[config.mk]
export PLATFORM = sky130hd
export DESIGN_NAME = mat_mul_check
export DESIGN_NICKNAME = d
export VERILOG_FILES = /design/src/rtl/mat_mul_check.sv
export SDC_FILE = /design/constraint.sdc
export NUM_CORES = 2
export LEC_CHECK = 0
export ABC_AREA = 1
export CAP_MARGIN = 20
export CORE_ASPECT_RATIO = 0.5
export CORE_MARGIN = 3
export CORE_UTILIZATION = 25
export DETAILED_ROUTE_END_ITERATION = 8
export GPL_TIMING_DRIVEN = 0
export PLACE_DENSITY_LB_ADDON = 0.12
export SYNTH_ARGS = -nofsm -noshare
export SYNTH_HDL_FRONTEND = slang
export SYNTH_SLANG_ARGS = --single-unit
[constraint.sdc]
create_clock -name clk -period 16.6 [get_ports clk]
set_input_delay 4.15 -clock clk [delete_from_list [all_inputs] [get_ports clk]]
set_output_delay 4.15 -clock clk [all_outputs]
set_load 0.02 [all_outputs]
[src/rtl/mat_mul_check.sv]
// N x N fixed-point C = A x B with one shared MAC; each C element takes N+1 cycles, first out_valid N cycles after the last input edge.
// C elements stall in OUT indefinitely under out_ready=0 without loss; in_ready is high only while loading.
module mat_mul_check #(
  parameter int N    = 5,
  parameter int DW   = 32,
  parameter int FRAC = 16,
  parameter int TOL  = 0
) (
  input  logic          clk,
  input  logic          rst_n,
  input  logic          in_valid,
  output logic          in_ready,
  input  logic [DW-1:0] in_data,
  output logic          out_valid,
  input  logic          out_ready,
  output logic [DW-1:0] out_data,
  output logic          out_last,
  output logic          is_identity,
  output logic          busy
);

  localparam int NN   = N * N;
  localparam int CW   = $clog2(N);
  localparam int AW   = $clog2(NN);
  localparam int LW   = $clog2(2 * NN);
  localparam int PW   = 2 * DW;
  localparam int ACCW = PW + CW;
  localparam int DW1  = DW + 1;

  localparam logic [LW-1:0] LAST_WORD = LW'(2 * NN - 1);
  localparam logic [CW-1:0] KMAX      = CW'(N - 1);
  localparam logic signed [ACCW-1:0] SMAX = {{(ACCW-DW+1){1'b0}}, {(DW-1){1'b1}}};
  localparam logic signed [ACCW-1:0] SMIN = {{(ACCW-DW+1){1'b1}}, {(DW-1){1'b0}}};
  localparam logic [DW-1:0] DMAX = {1'b0, {(DW-1){1'b1}}};
  localparam logic [DW-1:0] DMIN = {1'b1, {(DW-1){1'b0}}};
  localparam logic [DW-1:0] ONE  = {{(DW-FRAC-1){1'b0}}, 1'b1, {FRAC{1'b0}}};

  typedef enum logic [1:0] {S_LOAD, S_MAC, S_OUT} state_t;
  state_t state, state_nxt;

  logic [LW-1:0] load_cnt;
  logic [CW-1:0] row, col, k;
  logic signed [ACCW-1:0] acc;
  logic id_ok;

  logic signed [DW-1:0] a_mem [NN];
  logic signed [DW-1:0] b_mem [NN];

  logic                   load_hs, elem_last, elem_bad;
  logic [AW-1:0]          a_addr, b_addr, wb_addr;
  logic [LW-1:0]          wb_off;
  logic signed [DW-1:0]   a_el, b_el;
  logic signed [PW-1:0]   prod;
  logic signed [ACCW-1:0] sum, shifted;
  logic [DW-1:0]          res, exp_val;
  logic [DW:0]            diff, adiff;

  assign elem_last = (row == KMAX) && (col == KMAX);

  always_ff @(posedge clk) begin
    if (!rst_n) state <= S_LOAD;
    else        state <= state_nxt;
  end

  always_comb begin
    state_nxt = state;
    in_ready  = 1'b0;
    out_valid = 1'b0;
    busy      = 1'b0;
    load_hs   = 1'b0;
    case (state)
      S_LOAD: begin
        in_ready = 1'b1;
        load_hs  = in_valid;
        if (in_valid && load_cnt == LAST_WORD) state_nxt = S_MAC;
      end
      S_MAC: begin
        busy = 1'b1;
        if (k == KMAX) state_nxt = S_OUT;
      end
      S_OUT: begin
        busy      = 1'b1;
        out_valid = 1'b1;
        if (out_ready) state_nxt = elem_last ? S_LOAD : S_MAC;
      end
      default: state_nxt = S_LOAD;
    endcase
  end

  assign out_last    = out_valid && elem_last;
  assign is_identity = out_valid && id_ok;

  // Final sum is scaled back to Q format, clamped, then checked against I.
  always_comb begin
    a_addr  = AW'(row) * AW'(N) + AW'(k);
    b_addr  = AW'(k) * AW'(N) + AW'(col);
    wb_off  = load_cnt - LW'(NN);
    wb_addr = AW'(wb_off);
    a_el    = a_mem[a_addr];
    b_el    = b_mem[b_addr];
    prod    = PW'(a_el) * PW'(b_el);
    sum     = acc + ACCW'(prod);
    shifted = sum >>> FRAC;
    if (shifted > SMAX)      res = DMAX;
    else if (shifted < SMIN) res = DMIN;
    else                     res = shifted[DW-1:0];
    exp_val  = (row == col) ? ONE : '0;
    diff     = {res[DW-1], res} - {exp_val[DW-1], exp_val};
    adiff    = diff[DW] ? (~diff + DW1'(1)) : diff;
    elem_bad = adiff > DW1'(TOL);
  end

  always_ff @(posedge clk) begin
    if (!rst_n) begin
      load_cnt <= '0;
      row      <= '0;
      col      <= '0;
      k        <= '0;
      acc      <= '0;
      out_data <= '0;
      id_ok    <= 1'b1;
    end else begin
      case (state)
        S_LOAD: if (load_hs) begin
          if (load_cnt == LAST_WORD) begin
            load_cnt <= '0;
            row      <= '0;
            col      <= '0;
            k        <= '0;
            acc      <= '0;
            id_ok    <= 1'b1;
          end else begin
            load_cnt <= load_cnt + LW'(1);
          end
        end
        S_MAC: begin
          if (k == KMAX) begin
            out_data <= res;
            if (elem_bad) id_ok <= 1'b0;
          end else begin
            acc <= sum;
            k   <= k + CW'(1);
          end
        end
        S_OUT: if (out_ready) begin
          if (elem_last) begin
            load_cnt <= '0;
          end else begin
            if (col == KMAX) begin
              col <= '0;
              row <= row + CW'(1);
            end else begin
              col <= col + CW'(1);
            end
            k   <= '0;
            acc <= '0;
          end
        end
        default: ;
      endcase
    end
  end

  // Matrix storage is not reset; every load rewrites all of it.
  always_ff @(posedge clk) begin
    if (rst_n && load_hs) begin
      if (load_cnt < LW'(NN)) a_mem[load_cnt[AW-1:0]] <= in_data;
      else                    b_mem[wb_addr]          <= in_data;
    end
  end

endmodule

==> reports/qor.csv <==
stage,metric,value,unit
critical_path,cp_top_family,adder cells,
clocking,clkSlewWorstSetupHoldPaths,0.07,ns
floorplan,die-area,0.455,mm^2
min_path,worstHoldPathType,reg2reg,
critical_path,worstSetupPathType,reg2reg,
critical_path,cp_num_buf_inv,19,
floorplan,fp.dieW,951,um
critical_path,crit_path_top_delay_cell,clkdlybuf4s15_1,
synthesis,synth_area,0.112,mm^2
floorplan,die_y,478,um
clocking,clk_latency,0.93,ns
floorplan,rows,172,
synthesis,syn-num-nets,12400,
critical_path,critical_path_depth,67,
layout,fin_util,29.4,%
timing,setup_violations,0,
global_routing,busiest_layer,met2,
synthesis,ys_seq_area_share,45.2,%
global_routing,grt_max_degree,51,
global_routing,grt_pass1_vias,83500,
layout,layout_common_cells,"2104 x nand2_1, 1698 x inv_1, 1600 x edfxtp_1",
critical_path,crit_start,row[0],
clocking,cts_max_level,4,
route,final_antenna_net_count,0,
critical_path,reg2reg_to,id_ok,
layout,layout.cells.non_filler,17400,
floorplan,io_pins,73,
timing,whs,0.445,ns
synthesis,synth_cells,10800,
route,viasPerCell,4.80,
placement,pre_cts_slack,-1.32,ns
synthesis,async_flop_share,0,%
critical_path,required,17.39,ns
synthesis,ys_types,49,
critical_path,r2r_slack,0.42,ns
route,drc,0,
critical_path,worst_setup_path_end_kind,flip-flop,
timing,period_share,97.5,%
layout,fillerInstances,46300,
synthesis,synth-main-ff-cell,edfxtp_1,
layout,seqCellArea,0.0504,mm^2
route,drt_iter0_markers,8470,
global_routing,grt_usage,21.7,%
synthesis,synth_edf_count,1600,
layout,multiInputGateArea,0.0531,mm^2
layout,drive_above_1_share,7.70,%
route,routed_wl,505000,um
critical_path,cp_max_fo,10,
timing,tightest_slew,1.26,ns
clocking,cts_tree,built,
critical_path,crit_end,id_ok,
layout,mostFrequentLayoutCell,nand2_1,
route,drt_pass1_iterations,6,
placement,numPortBuffers,71,
placement,dpl.hpwl,393000,um
global_routing,met2_usage,33.4,%
layout,num-nets-final,12800,
critical_path,reg2regPathDepth,67,
outcome,status,"finished, final reports clean",
timing,maxSlewViolCount,0,
timing,finClkSkew,0.162,ns
global_routing,grt_use_met1,32.0,%
global_routing,use_met3,3.30,%
synthesis,yosysWarnings,0,
layout,area_growth_syn_to_layout,16.3,%
clocking,ctsHoldBuffers,0,
min_path,min_from,id_ok,
route,vias,83300,
clocking,cts_root_buf,clkbuf_16,
floorplan,start_util,25.3,%
timing,min_period,16.18,ns
clocking,cts_buffer_depth,4,
critical_path,cp.arrival,16.97,ns
route,wl_per_cell,29.1,um
critical_path,rr_startpoint,row[0],
critical_path,cp_slowest_stage_delay,0.83,ns
critical_path,start_kind,flip-flop,
synthesis,synth-seq-cells,1717,
timing,fin_ws,0.416,ns
clocking,cts_sinks,1717,
floorplan,core_area,0.442,mm^2
timing,hold_violations,0,
critical_path,crit_top_cell,nand2_1,
global_routing,overflow,0,
flow_run,maxCapViolCount,0,
global_routing,grt_pass1_wl,695000,um
global_routing,antenna_found_initial,37,
clocking,cts_buffers,185,
placement,gp_congestion,0.913,
placement,dpl.cell_count,17000,
timing,relSlewSlack,15.1,%
timing,fmax,0.0618,GHz
synthesis,syn_avg_cell_area,10.3,um^2
==> kinds of logic after synthesis <==
| family | count (synthesis) | synth area share [%] |
|---|---|---|
| AOI/OAI and AO/OA | 1518 | 8.03 |
| xor gates and xnor gates | 51 | 0.401 |
| and+or+nand+nor | 3765 | 13.4 |
| DFF | 1717 | 45.2 |
| adders and majority gates | 1502 | 25.2 |
| buffers and inverters | 2292 | 7.78 |
==> layout make-up <==
| class | instances | area share, % |
|---|---|---|
| Antenna cell | 7 | 0.0135 |
| Buffer | 519 | 1.76 |
| Clock buffer | 241 | 3.85 |
| Clock inverter | 79 | 0.459 |
| Inverter | 1763 | 5.13 |
| Multi-Input combinational cell | 6836 | 40.9 |
| Sequential cell | 1717 | 38.8 |
| Tap cell | 5916 | 5.71 |
| Timing Repair Buffer | 282 | 3.33 |
==> timing repair <==
action	in CTS	in global routing
buffers inserted	0	8
endpoints found under the setup margin	1	1
gates resized for setup	105	253
pin swaps	0	1
==> flip-flops by register name, summed over array words and instances, names as in the netlist <==
signal / cells
row: 3
out_data: 32
acc: 67
state: 2
a_mem: 800
col: 3
k: 3
load_cnt: 6
b_mem: 800
id_ok: 1
==> tightest hold or removal path, delay by kind of cell, from the launching register on <==
family / cells / cell delay (ns)
simple gates: 2 / 0.10
flops: 1 / 0.31
==> worst min path at each step <==
stage,end,cells after the start,slack (ns)
finish,id_ok,2,0.45
global placement,id_ok,2,0.45
detailed placement,id_ok,2,0.44
CTS,id_ok,2,0.45
floorplan,id_ok,2,0.42
global route,id_ok,2,0.49
==> Yosys cell counts (all sizes together), types with 5 or more instances <==
| cell | instances | area [um^2] |
|---|---|---|
| nor3 | 19 | 115 |
| edfxtp | 1600 | 48000 |
| o21bai | 16 | 120 |
| nand4 | 23 | 144 |
| dfxtp | 117 | 2340 |
| o31ai | 29 | 218 |
| a22oi | 6 | 45.0 |
| o211ai | 70 | 526 |
| buf | 60 | 298 |
| and3 | 5 | 31.3 |
| a31oi | 11 | 68.8 |
| ha | 257 | 3220 |
| clkbuf | 469 | 1760 |
| or3 | 38 | 238 |
| nor2 | 1237 | 4730 |
| xnor2 | 15 | 131 |
| a221oi | 15 | 131 |
| fa | 1245 | 24900 |
| o221ai | 162 | 1420 |
| nand3b | 9 | 67.6 |
| inv | 1740 | 6530 |
| or2 | 5 | 31.3 |
| nand3 | 285 | 1440 |
| a32o | 41 | 410 |
| o21ai | 691 | 3460 |
| clkinv | 23 | 86.3 |
| o22ai | 102 | 638 |
| a21oi | 359 | 1800 |
| xor2 | 36 | 315 |
| nand2 | 2139 | 8080 |
==> metal layers <==
layer | vias to the layer above | wire [um]
met3 | 536 | 34200
met1 | 43800 | 236000
li1 | 36000 | -
met2 | 2952 | 220000
met4 | 4 | 14300
met5 | - | 35
==> stage by stage <==
step | area [um^2] | setup TNS (ns)
floorplan | 112000 | 0
CTS | 129000 | 0
finish | 130000 | 0
global route | 130000 | -0.00314
detailed placement | 124000 | -1.32
global placement | 120000 | -71.09
Power is not shown: default switching activity piles up to over one toggle a cycle in this logic, so the estimate is an artifact.
